## src/rtl/i2s_pkg.sv

```systemverilog
// Shared types and defaults for the I2S transmit serializer and its sample FIFO.
package i2s_pkg;

  localparam int unsigned SAMPLE_W           = 16;
  localparam int unsigned DEFAULT_SLOT_BITS  = 32;
  localparam int unsigned DEFAULT_FIFO_DEPTH = 4;

  typedef struct packed {
    logic [SAMPLE_W-1:0] left;
    logic [SAMPLE_W-1:0] right;
  } sample_pair_t;

endpackage

```

## src/rtl/stereo_sample_fifo.sv

```systemverilog
// Order-preserving FIFO of stereo sample pairs; pointers wrap modulo Depth, occupancy kept apart.
module stereo_sample_fifo import i2s_pkg::*; #(
  parameter int unsigned Depth = DEFAULT_FIFO_DEPTH,
  localparam int unsigned CntW = $clog2(Depth + 1)
) (
  input  logic            clk_i,
  input  logic            rst_ni,
  input  logic            push_i,
  input  sample_pair_t    wdata_i,
  input  logic            pop_i,
  output sample_pair_t    rdata_o,
  output logic            full_o,
  output logic            empty_o,
  output logic [CntW-1:0] count_o
);

  localparam int unsigned PtrW = $clog2(Depth);

  sample_pair_t    mem_q [Depth];
  logic [PtrW-1:0] wptr_q, wptr_d;
  logic [PtrW-1:0] rptr_q, rptr_d;
  logic [CntW-1:0] cnt_q, cnt_d;
  logic            do_push, do_pop;

  assign full_o  = (cnt_q == CntW'(Depth));
  assign empty_o = (cnt_q == '0);
  assign count_o = cnt_q;
  assign rdata_o = mem_q[rptr_q];

  always_comb begin
    do_push = push_i && !full_o;
    do_pop  = pop_i && !empty_o;
    wptr_d  = do_push ? wptr_q + PtrW'(1) : wptr_q;
    rptr_d  = do_pop ? rptr_q + PtrW'(1) : rptr_q;
    cnt_d   = cnt_q;
    unique case ({do_push, do_pop})
      2'b10:   cnt_d = cnt_q + CntW'(1);
      2'b01:   cnt_d = cnt_q - CntW'(1);
      default: cnt_d = cnt_q;
    endcase
  end

  always_ff @(posedge clk_i or negedge rst_ni) begin
    if (!rst_ni) begin
      wptr_q <= '0;
      rptr_q <= '0;
      cnt_q  <= '0;
    end else begin
      wptr_q <= wptr_d;
      rptr_q <= rptr_d;
      cnt_q  <= cnt_d;
    end
  end

  // Storage needs no reset: occupancy alone decides what is valid.
  always_ff @(posedge clk_i) begin
    if (do_push) begin
      mem_q[wptr_q] <= wdata_i;
    end
  end

endmodule

```

## src/rtl/i2s_tx_serializer.sv

```systemverilog
// I2S transmitter: buffers stereo pairs, latches one pair per frame into a shadow and
// shifts it out MSB first with registered word-select, data and frame markers.
module i2s_tx_serializer import i2s_pkg::*; #(
  parameter int unsigned SLOT_BITS  = DEFAULT_SLOT_BITS,
  parameter int unsigned FIFO_DEPTH = DEFAULT_FIFO_DEPTH
) (
  input  logic                BCLK,
  input  logic                RESET_N,
  input  logic [SAMPLE_W-1:0] SAMPLE_L,
  input  logic [SAMPLE_W-1:0] SAMPLE_R,
  input  logic                SAMPLE_VALID,
  output logic                SAMPLE_READY,
  output logic                DAC_LR_CLK,
  output logic                DAC_DATA,
  output logic                FRAME_START,
  output logic                UNDERRUN
);

  localparam int unsigned FrameLen = 2 * SLOT_BITS;
  localparam int unsigned CntW     = $clog2(FrameLen);
  localparam int unsigned FifoCntW = $clog2(FIFO_DEPTH + 1);
  localparam int unsigned BitIdxW  = $clog2(SAMPLE_W);

  logic [CntW-1:0]     cnt_q, cnt_d;
  logic                rdy_en_q, rdy_en_d;
  sample_pair_t        shadow_q, shadow_d;
  logic                lr_q, lr_d;
  logic                data_q, data_d;
  logic                fs_q, fs_d;
  logic                ur_q, ur_d;

  sample_pair_t        in_pair, fifo_rdata;
  logic                fifo_full, fifo_empty, fifo_push, fifo_pop;
  logic [FifoCntW-1:0] fifo_count;
  logic                unused_fifo_count;

  logic                wrap, right_slot;
  logic [CntW-1:0]     pos;
  logic [SAMPLE_W-1:0] word;
  logic [BitIdxW-1:0]  bit_idx;

  assign in_pair.left      = SAMPLE_L;
  assign in_pair.right     = SAMPLE_R;
  assign unused_fifo_count = ^fifo_count;

  stereo_sample_fifo #(
    .Depth (FIFO_DEPTH)
  ) u_fifo (
    .clk_i   (BCLK),
    .rst_ni  (RESET_N),
    .push_i  (fifo_push),
    .wdata_i (in_pair),
    .pop_i   (fifo_pop),
    .rdata_o (fifo_rdata),
    .full_o  (fifo_full),
    .empty_o (fifo_empty),
    .count_o (fifo_count)
  );

  // Ready is held low through reset and for the edge that releases it.
  assign SAMPLE_READY = rdy_en_q && !fifo_full;
  assign fifo_push    = SAMPLE_VALID && SAMPLE_READY;

  always_comb begin
    wrap     = (cnt_q == CntW'(FrameLen - 1));
    cnt_d    = wrap ? '0 : cnt_q + CntW'(1);
    rdy_en_d = 1'b1;

    // Pop only from a non-empty FIFO; a same-edge push never bypasses to the shadow.
    fifo_pop = wrap && !fifo_empty;
    shadow_d = shadow_q;
    ur_d     = 1'b0;
    if (wrap) begin
      shadow_d = fifo_empty ? '0 : fifo_rdata;
      ur_d     = fifo_empty;
    end

    right_slot = (cnt_q >= CntW'(SLOT_BITS));
    pos        = right_slot ? cnt_q - CntW'(SLOT_BITS) : cnt_q;
    word       = right_slot ? shadow_q.right : shadow_q.left;
    bit_idx    = BitIdxW'(CntW'(SAMPLE_W) - pos);

    lr_d   = right_slot;
    fs_d   = (cnt_q == '0);
    data_d = 1'b0;
    if ((pos >= CntW'(1)) && (pos <= CntW'(SAMPLE_W))) begin
      data_d = word[bit_idx];
    end
  end

  always_ff @(posedge BCLK or negedge RESET_N) begin
    if (!RESET_N) begin
      cnt_q    <= '0;
      rdy_en_q <= 1'b0;
      shadow_q <= '0;
      lr_q     <= 1'b0;
      data_q   <= 1'b0;
      fs_q     <= 1'b0;
      ur_q     <= 1'b0;
    end else begin
      cnt_q    <= cnt_d;
      rdy_en_q <= rdy_en_d;
      shadow_q <= shadow_d;
      lr_q     <= lr_d;
      data_q   <= data_d;
      fs_q     <= fs_d;
      ur_q     <= ur_d;
    end
  end

  assign DAC_LR_CLK  = lr_q;
  assign DAC_DATA    = data_q;
  assign FRAME_START = fs_q;
  assign UNDERRUN    = ur_q;

endmodule

```

## config.mk

```make
export PLATFORM = sky130hd
export DESIGN_NAME = i2s_tx_serializer
export DESIGN_NICKNAME = d
export VERILOG_FILES = /design/src/rtl/i2s_pkg.sv /design/src/rtl/stereo_sample_fifo.sv /design/src/rtl/i2s_tx_serializer.sv
export SDC_FILE = /design/constraint.sdc
export NUM_CORES = 1
export LEC_CHECK = 0
export BUFFER_PORTS_ARGS = -buffer_cell sky130_fd_sc_hd__buf_4
export CAP_MARGIN = 20
export CORE_MARGIN = 2
export CORE_UTILIZATION = 35
export CTS_CLUSTER_DIAMETER = 200
export CTS_CLUSTER_SIZE = 25
export DETAILED_ROUTE_END_ITERATION = 8
export PLACE_DENSITY = 0.55
export SKIP_CTS_REPAIR_TIMING = 1
export SLEW_MARGIN = 20
export SYNTH_ARGS = -nofsm -noshare
export SYNTH_HDL_FRONTEND = slang
export SYNTH_SLANG_ARGS = --single-unit
```

## constraint.sdc

```tcl
create_clock -name BCLK -period 2.3 [get_ports BCLK]
set_input_delay 0.23 -clock BCLK [delete_from_list [all_inputs] [get_ports BCLK]]
set_output_delay 0.23 -clock BCLK [all_outputs]
set_load 0.01 [all_outputs]
```

==> flow_summary.yaml <==
status:
  outcome: "complete, no violations"
detailed_routing:
  wl_per_cell_um: 18.2
  dr.first_iter.drc_count: 191
  ant_nets: 0
  via_per_inst: 4.91
  via_count: 3445
  drt_wl_total_um: 12800
  detail_route.first_pass.iterations: 4
  remaining_drc_errors: 0
finish:
  final_common_cell: "edfxtp_1"
  area_delta_synth_final_pct: 21.1
  fillCellCount: 1706
  finalNetCount: 469
  drive_above_1_share_pct: 30.4
  antenna_cells: 0
  seqCellArea_um2: 5100
  layout_common_cells: "128 x edfxtp_1, 49 x dfrtp_1, 48 x buf_4"
  multiInputGateArea_um2: 1750
  final_area_um2: 8510
clock_network:
  clockBufferDepth: 2
  cts_buffers: 17
  insertion_delay_ns: 0.42
  cts_max_level: 4
  root_buffer: "clkbuf_16"
  clkSinkCount: 178
  clkTransAtPathRegs_ns: 0.07
  cts_tree: "done"
setup_path:
  critical_path_class: "flip-flop to flip-flop"
  arrival_ns: 2.42
  startpoint_type: "flip-flop"
  rr_endpoint: "DAC_DATA$_DFF_PN0_"
  cp_max_fo: 9
  r2r_setup_slack_ns: 0.17
  worst_r2r_path_depth: 6
  r2r-start: "cnt_q[1]$_DFF_PN0_"
  cp.required_ns: 2.58
  cp-end-kind: "flip-flop"
synth:
  synth-edff-count: 128
  synth-async-reset-ratio_pct: 28.1
  ys_types: 41
  synth_area_um2: 7020
  ys_ff_latch: 178
  synth_ff_type: "edfxtp_1"
  syn_nets: 399
  synth-seq-area-share_pct: 72.5
  avgSynthCellArea_um2: 19.8
  yosysWarnings: 0
  syn-instance-count: 354
sta:
  finalSetupViolations: 0
  fin_tns_setup_ns: 0
  fin_crit_sh_pct: 92.7
  max-slew-margin-rel_pct: 57.3
  slew_viol_final: 0
  fmax_ghz: 0.469
  finalClockSkew_ns: 0.0124
  hold_viol_final: 0
  post-route-min-period_ns: 2.13
  rsz0062_at_grt: "false"
  worstMarginPinSlew_ns: 0.640
floorplanning:
  dieHeight_um: 146
  start_util_pct: 35.9
  ios: 40
  rows: 51
  dieWidth_um: 146
  die_area_um2: 21200
  coreArea_um2: 19600
placement:
  placed_cell_area_um2: 7720
  portBuffers: 39
  gp_congestion: 0.767
  dpl.hpwl_um: 7650
min_path:
  min_path_cells: 1
  min_from: "SAMPLE_L[13]"
  hold_class: "input port to flip-flop"
  hold-path-endpoint: "u_fifo.mem_q[1][29]$_DFFE_PP_"
grt:
  grt_pass1_vias: 3642
  grt_max_degree: 51
  grtUsageTotal_pct: 12.9
  grt_antenna_before_repair: 0
  grt-ovfl-total: 0
  grt_first_pass_wirelength_um: 20800
power_and_ir_drop:
  leakage_nw: 3.13
  p_per_area_nw_per_um2: 859
  peakVddDrop_v: 0.000510
run:
  drv_cap: 0
## power by group
part | internal, mW | switching, mW
Sequential | 3.74 | 0.0807
Clock | 1.72 | 1.20
Combinational | 0.233 | 0.333
Total | 5.70 | 1.61
## worst max-delay path: stages (launching register included)
cell and delay [ns]:
dfrtp_1 0.45, inv_1 0.12, ha_1 0.55, mux4_1 0.36, mux2_2 0.29, a21oi_2 0.16
nor4_1 0.08
## state kept, by name, indices dropped and copies added, names as in the netlist
register,count
DAC_DATA,1
DAC_LR_CLK,1
FRAME_START,1
UNDERRUN,1
cnt_q,6
rdy_en_q,1
shadow_q,32
u_fifo.count_o,3
u_fifo.mem_q,128
u_fifo.rptr_q,2
u_fifo.wptr_q,2
## synth_stat cells (2+ instances only)
master	n	area, µm²
edfxtp_1	128	3840
dfrtp_1	50	1250
mux4_2	35	788
a22o_1	32	280
ha_1	9	113
clkbuf_1	8	30.0
inv_1	7	26.3
xnor2_1	6	52.6
and3_1	5	31.3
buf_2	5	25.0
mux4_1	5	131
xor2_1	5	43.8
a31oi_1	4	25.0
and2_1	4	25.0
buf_4	4	30.0
nand2_1	4	15.0
nand3_1	4	20.0
nor3_1	4	20.0
buf_6	3	33.8
inv_2	3	11.3
nor2_1	3	11.3
o21ai_1	3	15.0
a221oi_1	2	17.5
and2b_4	2	20.0
nor2b_1	2	12.5
o21ai_0	2	10.0
## final cells by class
class | instances | share of cell area (%)
Sequential cell | 178 | 59.9
Multi-Input combinational cell | 144 | 20.6
Timing Repair Buffer | 73 | 8.00
Clock buffer | 17 | 5.00
Tap cell | 265 | 3.90
Clock inverter | 15 | 2.16
Inverter | 10 | 0.441
## kinds of logic (layout without fill, tap and decap cells)
kind of cell | Yosys count | after routing | synth area share [%]
mux | 42 | 42 | 13.4
simple gates | 33 | 33 | 2.81
buf+inv | 32 | 115 | 2.55
compound gates | 47 | 47 | 5.40
fa+ha+maj | 10 | 10 | 1.89
xor+xnor | 11 | 11 | 1.37
other cells | 1 | 1 | 0.0534
flops | 178 | 178 | 72.5
## through the flow
stage | std cells | utilization, % | setup WS, ns | total power, mW | hold WS [ns]
floorplan | 354 | - | 0.0421 | 4.16 | -0.0656
global placement | 652 | 39.4 | 0.226 | 4.41 | 0.291
detailed placement | 652 | 39.4 | 0.127 | 4.45 | 0.296
CTS | 684 | 42.5 | 0.107 | 7.39 | -0.162
global route | 702 | 43.4 | 0.0121 | 7.61 | 0.000165
finish | 702 | 43.4 | 0.167 | 7.31 | 0.00762
## worst max-delay path by stage
stage                       start                            end  slack [ns]  depth (start not counted)
4_1_cts        cnt_q[0]$_DFF_PN0_  u_fifo.count_o[2]$_DFFE_PN0P_        0.11                          9
2_1_floorplan  cnt_q[0]$_DFF_PN0_  u_fifo.count_o[2]$_DFFE_PN0P_        0.04                         10
3_5_place_dp   cnt_q[0]$_DFF_PN0_  u_fifo.count_o[2]$_DFFE_PN0P_        0.13                          9
6_report       cnt_q[1]$_DFF_PN0_             DAC_DATA$_DFF_PN0_        0.17                          6
5_1_grt        cnt_q[0]$_DFF_PN0_  u_fifo.count_o[2]$_DFFE_PN0P_        0.01                          9
3_3_place_gp   cnt_q[0]$_DFF_PN0_  u_fifo.count_o[2]$_DFFE_PN0P_        0.23                          9
## per-layer routing
metal,global-route usage [%],vias to the layer above,routed length [µm]
li1,-,1562,-
met2,20.6,62,6220
met4,5.00,0,227
met5,0,-,0
met3,3.10,13,368
met1,17.1,1808,5990
(Power assumes the default switching activity.)
